===== src/rtl/pwl_if.sv =====
// pwl_if: valid/ready stream bundle carrying pre-activations in and activations out
interface pwl_if #(parameter int WL = 16);
  logic          in_valid;
  logic          in_ready;
  logic          in_mode;
  logic [WL-1:0] in_data;
  logic          out_valid;
  logic          out_ready;
  logic [WL-1:0] out_data;
  modport master (output in_valid, in_mode, in_data, out_ready,
                  input  in_ready, out_valid, out_data);
  modport slave  (input  in_valid, in_mode, in_data, out_ready,
                  output in_ready, out_valid, out_data);
endinterface


===== src/rtl/pwl_activation.sv =====
// pwl_activation: 3-stage piecewise-linear sigmoid/tanh unit; define PWL_ROUND_EN for round-half-up segment shifts
module pwl_activation #(
  parameter int WL = 16,
  parameter int FL = 12
) (
  input logic  clk,
  input logic  rst_n,
  pwl_if.slave bus
);
  localparam int ONE_I = 1 << FL;
  localparam logic [WL-1:0] MAX  = {1'b0, {(WL-1){1'b1}}};
  localparam logic [WL-1:0] ONE  = WL'(ONE_I);
  localparam logic [WL-1:0] C5   = WL'(5 * ONE_I);
  localparam logic [WL-1:0] C238 = WL'(19 * ONE_I / 8);
  localparam logic [WL-1:0] K5   = WL'(27 * ONE_I / 32);
  localparam logic [WL-1:0] K3   = WL'(5 * ONE_I / 8);
  localparam logic [WL-1:0] K2   = WL'(ONE_I / 2);

  logic          v1_q, v2_q, v3_q, v1_d, v2_d, v3_d;
  logic          s1_q, s2_q, s1_d, s2_d;
  logic          md1_q, md2_q, md1_d, md2_d;
  logic [WL-1:0] m1_q, p2_q, y_q, m1_d, p2_d, y_d;
  logic          adv;
  logic [WL:0]   xe, ax;
  logic [WL+1:0] a;
  logic [WL-1:0] sh5, sh3, sh2, p, s;

  assign adv          = !v3_q || bus.out_ready;
  assign bus.in_ready = adv;
  assign bus.out_valid = v3_q;
  assign bus.out_data = y_q;

  // stage 1: |x| (doubled for tanh), clamped to the largest positive code; sign(t) equals sign(x)
  always_comb begin
    xe    = {bus.in_data[WL-1], bus.in_data};
    ax    = bus.in_data[WL-1] ? -xe : xe;
    a     = bus.in_mode ? {ax, 1'b0} : {1'b0, ax};
    v1_d  = adv ? bus.in_valid : v1_q;
    m1_d  = adv ? ((a > {2'b0, MAX}) ? MAX : a[WL-1:0]) : m1_q;
    s1_d  = adv ? bus.in_data[WL-1] : s1_q;
    md1_d = adv ? bus.in_mode : md1_q;
  end

  // stage 2: positive-half segment lookup on the magnitude
  always_comb begin
`ifdef PWL_ROUND_EN
    sh5 = (m1_q + WL'(16)) >> 5;
    sh3 = (m1_q + WL'(4)) >> 3;
    sh2 = (m1_q + WL'(2)) >> 2;
`else
    sh5 = m1_q >> 5;
    sh3 = m1_q >> 3;
    sh2 = m1_q >> 2;
`endif
    p     = (m1_q >= C5) ? ONE : (m1_q >= C238) ? sh5 + K5 : (m1_q >= ONE) ? sh3 + K3 : sh2 + K2;
    v2_d  = adv ? v1_q : v2_q;
    p2_d  = adv ? p : p2_q;
    s2_d  = adv ? s1_q : s2_q;
    md2_d = adv ? md1_q : md2_q;
  end

  // stage 3: restore sign by symmetry, then map to tanh range when requested
  always_comb begin
    s    = s2_q ? ONE - p2_q : p2_q;
    v3_d = adv ? v2_q : v3_q;
    y_d  = adv ? (md2_q ? (s << 1) - ONE : s) : y_q;
  end

  // pipeline registers; reset drops every in-flight word at once
  always_ff @(posedge clk or negedge rst_n) begin
    if (!rst_n) begin
      v1_q  <= 1'b0;
      v2_q  <= 1'b0;
      v3_q  <= 1'b0;
      s1_q  <= 1'b0;
      s2_q  <= 1'b0;
      md1_q <= 1'b0;
      md2_q <= 1'b0;
      m1_q  <= '0;
      p2_q  <= '0;
      y_q   <= '0;
    end else begin
      v1_q  <= v1_d;
      v2_q  <= v2_d;
      v3_q  <= v3_d;
      s1_q  <= s1_d;
      s2_q  <= s2_d;
      md1_q <= md1_d;
      md2_q <= md2_d;
      m1_q  <= m1_d;
      p2_q  <= p2_d;
      y_q   <= y_d;
    end
  end
endmodule


===== src/flat_wrapper.sv =====
// flat-port wrapper written by rule: the top's interface ports become plain ports
module pwl_activation_flat 
#(
  parameter int WL = 16,
  parameter int FL = 12
)
  (clk, rst_n, bus_in_valid, bus_in_mode, bus_in_data, bus_out_ready, bus_in_ready, bus_out_valid, bus_out_data);
  pwl_if #(.WL(WL)) bus_i ();
  input logic clk;
  input logic rst_n;
  input wire logic [$bits(bus_i.in_valid)-1:0] bus_in_valid;
  input wire logic [$bits(bus_i.in_mode)-1:0] bus_in_mode;
  input wire logic [$bits(bus_i.in_data)-1:0] bus_in_data;
  input wire logic [$bits(bus_i.out_ready)-1:0] bus_out_ready;
  output wire logic [$bits(bus_i.in_ready)-1:0] bus_in_ready;
  output wire logic [$bits(bus_i.out_valid)-1:0] bus_out_valid;
  output wire logic [$bits(bus_i.out_data)-1:0] bus_out_data;
  assign bus_i.in_valid = bus_in_valid;
  assign bus_i.in_mode = bus_in_mode;
  assign bus_i.in_data = bus_in_data;
  assign bus_i.out_ready = bus_out_ready;
  assign bus_in_ready = bus_i.in_ready;
  assign bus_out_valid = bus_i.out_valid;
  assign bus_out_data = bus_i.out_data;
  pwl_activation #(.WL(WL), .FL(FL)) u_core (.clk(clk), .rst_n(rst_n), .bus(bus_i));
endmodule

===== config.mk =====
export PLATFORM = sky130hd
export DESIGN_NAME = pwl_activation_flat
export DESIGN_NICKNAME = d
export VERILOG_FILES = /design/src/rtl/pwl_if.sv /design/src/rtl/pwl_activation.sv /design/src/flat_wrapper.sv
export SDC_FILE = /design/constraint.sdc
export NUM_CORES = 1
export LEC_CHECK = 0
export CORE_ASPECT_RATIO = 0.9
export CORE_MARGIN = 10
export CORE_UTILIZATION = 35
export DETAILED_ROUTE_END_ITERATION = 7
export SLEW_MARGIN = 5
export SYNTH_ARGS = -nofsm -noshare
export SYNTH_HDL_FRONTEND = slang
export SYNTH_SLANG_ARGS = --single-unit

===== constraint.sdc =====
create_clock -name clk -period 1.95 [get_ports clk]
set_input_delay 0.2925 -clock clk [delete_from_list [all_inputs] [get_ports clk]]
set_output_delay 0.2925 -clock clk [all_outputs]
set_load 0.02 [all_outputs]

-- Word level (Yosys, flattened, before mapping)
Index checks and enable logic that the tools add are counted.
- $add $sub $neg: 6
- multipliers: 0
- div/mod/pow operators: 0
- $lt $le $gt $ge: 4
- equality and inequality tests: 0
- shift operators: 0
- multiplexer cells: 8
- bitwise operators: 0
- reduce and logical (&&, ||, !) cells: 2
- operator list (operator ; number):
    16-bit two-way mux ; 6
    18-bit by 15-bit > comparator with 1-bit output, second input constant ; 1
    18-bit two-way mux ; 1
    17-bit two-way mux ; 1
    17-bit negation ; 1
    16-bit by 13-bit greater-or-equal comparator with 1-bit output, second input constant ; 1
    16-bit by 14-bit greater-or-equal comparator with 1-bit output, second input constant ; 1
    16-bit by 15-bit greater-or-equal comparator with 1-bit output, second input constant ; 1
    13-bit by 16-bit subtractor with 16-bit output, first input constant ; 1
    16-bit by 13-bit subtractor with 16-bit output, second input constant ; 1
    14-bit by 12-bit adder with 15-bit output, second input constant ; 1
    13-bit by 12-bit adder with 14-bit output, second input constant ; 1
    11-bit by 12-bit adder with 13-bit output, second input constant ; 1
    1-bit logical NOT ; 1
    1-bit logical OR ; 1
- bits in registers: 55
- bits in latches: 0
- memory bits (writable): 0
- bits in read-only memories: 0
- input bits: 21
- output and inout bits: 18
- word-level logic and storage cells: 30
- memories: 0

-- Depth between registers and ports, before layout
Gate-level depths: netlist (run 1).
- depth in word-level cells: 5
- gate-level depth with buffers: 9
- depth with buffers taken out: 9

-- Least setup slack after synthesis (run 1)
OpenSTA, ideal clock, no wires.
- kind: reg-to-reg
- start point: reg u_core.p2_q[0]
- end point: reg u_core.y_q[14], in the netlist u_core.bus.out_data[14]
- library setup time: 77 ps
- arrival time: 1957 ps
- required time: 1873 ps
- path slack: -84 ps
- cell stages (with the launch flop): 10
- buffers on the path: 0
- period minus slack after synthesis: 2034 ps
- cell sequence: dfrtp_1 -> inv_1 -> ha_1 -> nor3b_2 -> nand4_1 -> xnor2_1 -> ha_1 -> xor2_1 -> mux2_2 -> a21oi_1
- cells in the longest elaborated chain, start to end: 4
- ends and longest elaborated chain (what ; RTL line ; source):
    start, declared ; pwl_activation.sv:22 ; logic [WL-1:0] m1_q, p2_q, y_q, m1_d, p2_d, y_d;
    start signal, assigned ; pwl_activation.sv:91 ; p2_q <= p2_d;
    13-bit by 16-bit subtractor with 16-bit output ; pwl_activation.sv:64 ; s = s2_q ? ONE - p2_q : p2_q;
    16-bit two-way mux * ; pwl_activation.sv:64 ;
    16-bit by 13-bit subtractor with 16-bit output ; pwl_activation.sv:66 ; y_d = adv ? (md2_q ? (s << 1) - ONE : s) : y_q;
    16-bit two-way mux * ; pwl_activation.sv:66 ;
    end signal, assigned ; pwl_activation.sv:92 ; y_q <= y_d;
    end, declared ; pwl_activation.sv:22 ;
Mark *: on every way between the ends. The rest lies on a longest branch, timed or not.
A chain may end at the register's enable or synchronous reset.

-- Final worst setup path (run 1)
- start point: reg u_core.m1_q[13]
- end point: reg u_core.p2_q[1]
- cells in the longest elaborated chain, start to end: 4
- elaborated cells on any way between the ends: 6
- those cells by class: order compare: 3; mux: 3
- ends and longest elaborated chain (what ; RTL line ; source):
    start, declared ; pwl_activation.sv:22 ;
    start signal, assigned ; pwl_activation.sv:90 ; m1_q <= m1_d;
    16-bit by 13-bit greater-or-equal comparator with 1-bit output ; pwl_activation.sv:55 ; p = (m1_q >= C5) ? ONE : (m1_q >= C238) ? sh5 + K5 : (m1_q >= ONE) ? sh3 + K3 : sh2 + K2;
    16-bit two-way mux (2 in series) ; pwl_activation.sv:55 ;
    16-bit two-way mux * ; pwl_activation.sv:55 ;
Marks and branches as above.

==> impl_results.md, run 1 <==
- Synthesized area per cell: 9.853 um^2
- Syn Nets: 399
- Crit path capture type: flop
- Clk buf depth: 2
- Post-Place Cell Area: 0.004706 mm^2
- Clock skew: 0.006842 ns
- Seq/Total Area, Yosys: 37.37%
- Slowest cell delay on critical path: 0.45 ns
- Placed cell count: 588
- Global route overflow: 0
- Critical Path RT: 2.13 ns
- Main synth FF type: dfrtp_1
- Die ar.: 0.01480 mm^2
- Slew Limit Headroom: 71.69%
- Core area: 0.01016 mm^2
- Min setup slack post-route: -0.07124 ns
- Worst path slowest cell: dfrtp_1
- CTS tree: done
- # clock sinks: 54
- H-tree depth: 2
- Layout Cells excl Fill: 610
- Crit path max-delay family: flip-flops
- Mapped cell area: 0.003616 mm^2
- Most common library cell in the layout ignoring fill and taps: buf_4
- Pre-antenna DRT Iters: 4
- Vias/cell: 5.103
- Hold crit path type: in2async
- Layout cells sized above 1: 35.34%
- DR vias: 3113
- Fmax: 0.4947 GHz
- Final hold viol count: 0
- Initial Utilization: 35.59%
- Post-route ant nets: 0
- Final wirelength: 9545 um
- IO Port Bufs: 38
- Flops & latches, synth: 54
- Outcome: complete, but fails checks
- Worst Tran Pin Value: 0.4247 ns
- Wire per inst: 15.65 um
- Pwr/cell area: 1381 mW/mm^2
- Inserted Clock Buffers: 5
- WP buf/inv: 3
- DP Worst Slack: -0.3262 ns
- VDD IR-drop max: 0.0006579 V
- Crit share post-route: 103.7%
- RePlAce Congestion: 0.8472
- Distinct cell type count after synthesis: 62
- Crit path DAT: 2.20 ns
- Final worst path period need: 2.021 ns
- Dpl hpwl: 7037 um
- 1st-iter DRT viols: 189
- Number of global-route vias before repair: 3271
- RSZ-0062 raised after global routing: yes
- Chip height: 116.4 um
- CP cell instances: inv_2 > ha_2 > and3_1 > nand2_4 > buf_6 > buf_4 > a22o_1 > mux2i_4 > o22ai_2
- Root buf cell: clkbuf_16
- Fin. max-slew vios: 0
- Pin count of the biggest net entering global routing: 28
- Post-synth ARST share: 100.0%
- GRT Total Usage: 12.55%
- Global-route wire length before repair: 15770 um
- Most frequent cells in the layout: buf_4 (79), dfrtp_1 (52), nand2_1 (40)
- Crit Path Category: reg2reg
- Final net count: 513
- Die W: 127.1 um
- Final Cell Area: 0.005209 mm^2
- Row Count: 35
- DRC errors left: 0
- Leakage power: 2.260 nW
- Crit-path max FO: 6
- Failing checks: setup timing
- Synthesis-to-layout area growth: 44.05%
- Yosys warnings: 0
- IO Pins: 39
- CP Launch Type: flop
- Initial antenna violation count: 0
- Number of synthesized flops with an enable pin: 0
- Setup Viol. Count Final: 14
- Worst-skew pair later-pin latency: 0.29 ns
- Clock transition at path regs: 0.07 ns
- Inserted Diodes: 0
- Cells after Synth: 367
- Max Cap Viol: 0
==> metal layers <==
metal  track usage [%]  vias up  part of all wire, %
li1                  -     1548                    -
met1             16.46     1532                   49
met2             21.18       29                   48
met3             2.269        4                  2.3
met4             2.426        0                 0.69
met5                 0        -                    0
==> worst register-to-register path, cell delays in order, from the launching register on <==
cell and delay (ns):
dfrtp_1 0.45, inv_2 0.14, ha_2 0.23, and3_1 0.25, nand2_4 0.11, buf_6 0.14, buf_4 0.12, a22o_1 0.22
mux2i_4 0.16, o22ai_2 0.10
==> timing repair <==
item,4_1_cts,5_1_grt
gates cloned,0,2
buffers inserted,3,12
hold buffers,1,0
gates resized for setup,11,38
setup endpoints to repair,10,35
hold endpoints to repair,15,0
pin swaps,11,29
==> kinds of logic (layout without fill, tap and decap cells) <==
kind of cell / after synthesis / in the layout / share of synthesized area (%)
AOI/OAI and AO/OA: 84 / 85 / 16.64
DFF: 54 / 54 / 37.37
xor gates and xnor gates: 30 / 30 / 7.681
buffers and inverters: 36 / 149 / 4.464
muxes: 49 / 49 / 14.22
and+or+nand+nor: 103 / 103 / 15.81
adders and majority gates: 11 / 11 / 3.806
==> through the flow <==
step	setup TNS, ns	utilization [%]	total power [mW]	hold WS (ns)
global route	-1.683	51.27	7.705	0.5077
finish	-0.3463	51.27	7.194	0.4671
floorplan	-0.007842	-	4.265	-0.003091
global placement	-4.206	46.32	5.749	0.2430
CTS	-0.01085	48.60	6.947	0.4757
detailed placement	-4.563	46.32	5.833	0.2558
==> where the power goes <==
| part | leakage [nW] | switching, mW | internal, mW |
|---|---|---|---|
| sequential | 0.642 | 0.380 | 1.55 |
| clock | 0.0799 | 0.419 | 0.602 |
| combinational | 1.54 | 2.00 | 2.24 |
==> synth_stat cells (all sizes together) (6+ instances only) <==
| cell type | instances | area share (%) |
|---|---|---|
| nor3 | 8 | 2.0 |
| dfrtp | 54 | 37 |
| a21oi | 23 | 3.2 |
| inv | 15 | 1.6 |
| xor2 | 16 | 3.9 |
| mux2 | 19 | 5.9 |
| nand2 | 41 | 4.3 |
| clkbuf | 9 | 1.0 |
| nor4 | 6 | 2.0 |
| nor2 | 26 | 2.7 |
| buf | 11 | 1.8 |
| o22a | 10 | 2.4 |
| o21ai | 17 | 2.5 |
| mux2i | 30 | 8.3 |
| xnor2 | 14 | 3.8 |
| ha | 11 | 3.8 |
==> state kept, by name (all words and copies together) (netlist names) <==
register,cells
u_core.v1_q,1
u_core.m1_q,16
u_core.bus.out_valid,1
u_core.bus.out_data,16
u_core.p2_q,15
u_core.s1_q,1
u_core.s2_q,1
u_core.md2_q,1
u_core.md1_q,1
u_core.v2_q,1
==> cell type report <==
type	instances	area [um^2]
Clock inverter	2	38.79
Fill cell	941	4951
Multi-Input combinational cell	278	2332
Timing Repair Buffer	126	1137
Inverter	16	60.06
Sequential cell	54	1354
Tap cell	129	161.4
Clock buffer	5	125.1
==> path summary, 6_finish.rpt <==
path	from	end	slack, ns	depth (start not counted)
max in group asynchronous	rst_n	u_core.m1_q[14]	0.94	3
hold reg to reg	u_core.v1_q	u_core.v1_q	0.47	2
setup / recovery	u_core.m1_q[13]	u_core.p2_q[1]	-0.07	9
min in group clk	u_core.v1_q	u_core.v1_q	0.47	2
setup reg to reg	u_core.m1_q[13]	u_core.p2_q[1]	-0.07	9
hold / removal	rst_n	u_core.p2_q[14]	0.47	2
No activity file was read; power rests on OpenSTA's default activity.
==> run 2, diff against run 1 <==
--- a/config.mk
+++ b/config.mk
@@ -5,6 +5,7 @@
 export SDC_FILE = /design/constraint.sdc
 export NUM_CORES = 1
 export LEC_CHECK = 0
+export CAP_MARGIN = 20
 export CORE_ASPECT_RATIO = 0.9
 export CORE_MARGIN = 10
 export CORE_UTILIZATION = 35
==> results of run 2 <==
No change in the layout: final DEF, timing and power equal those of run 1.
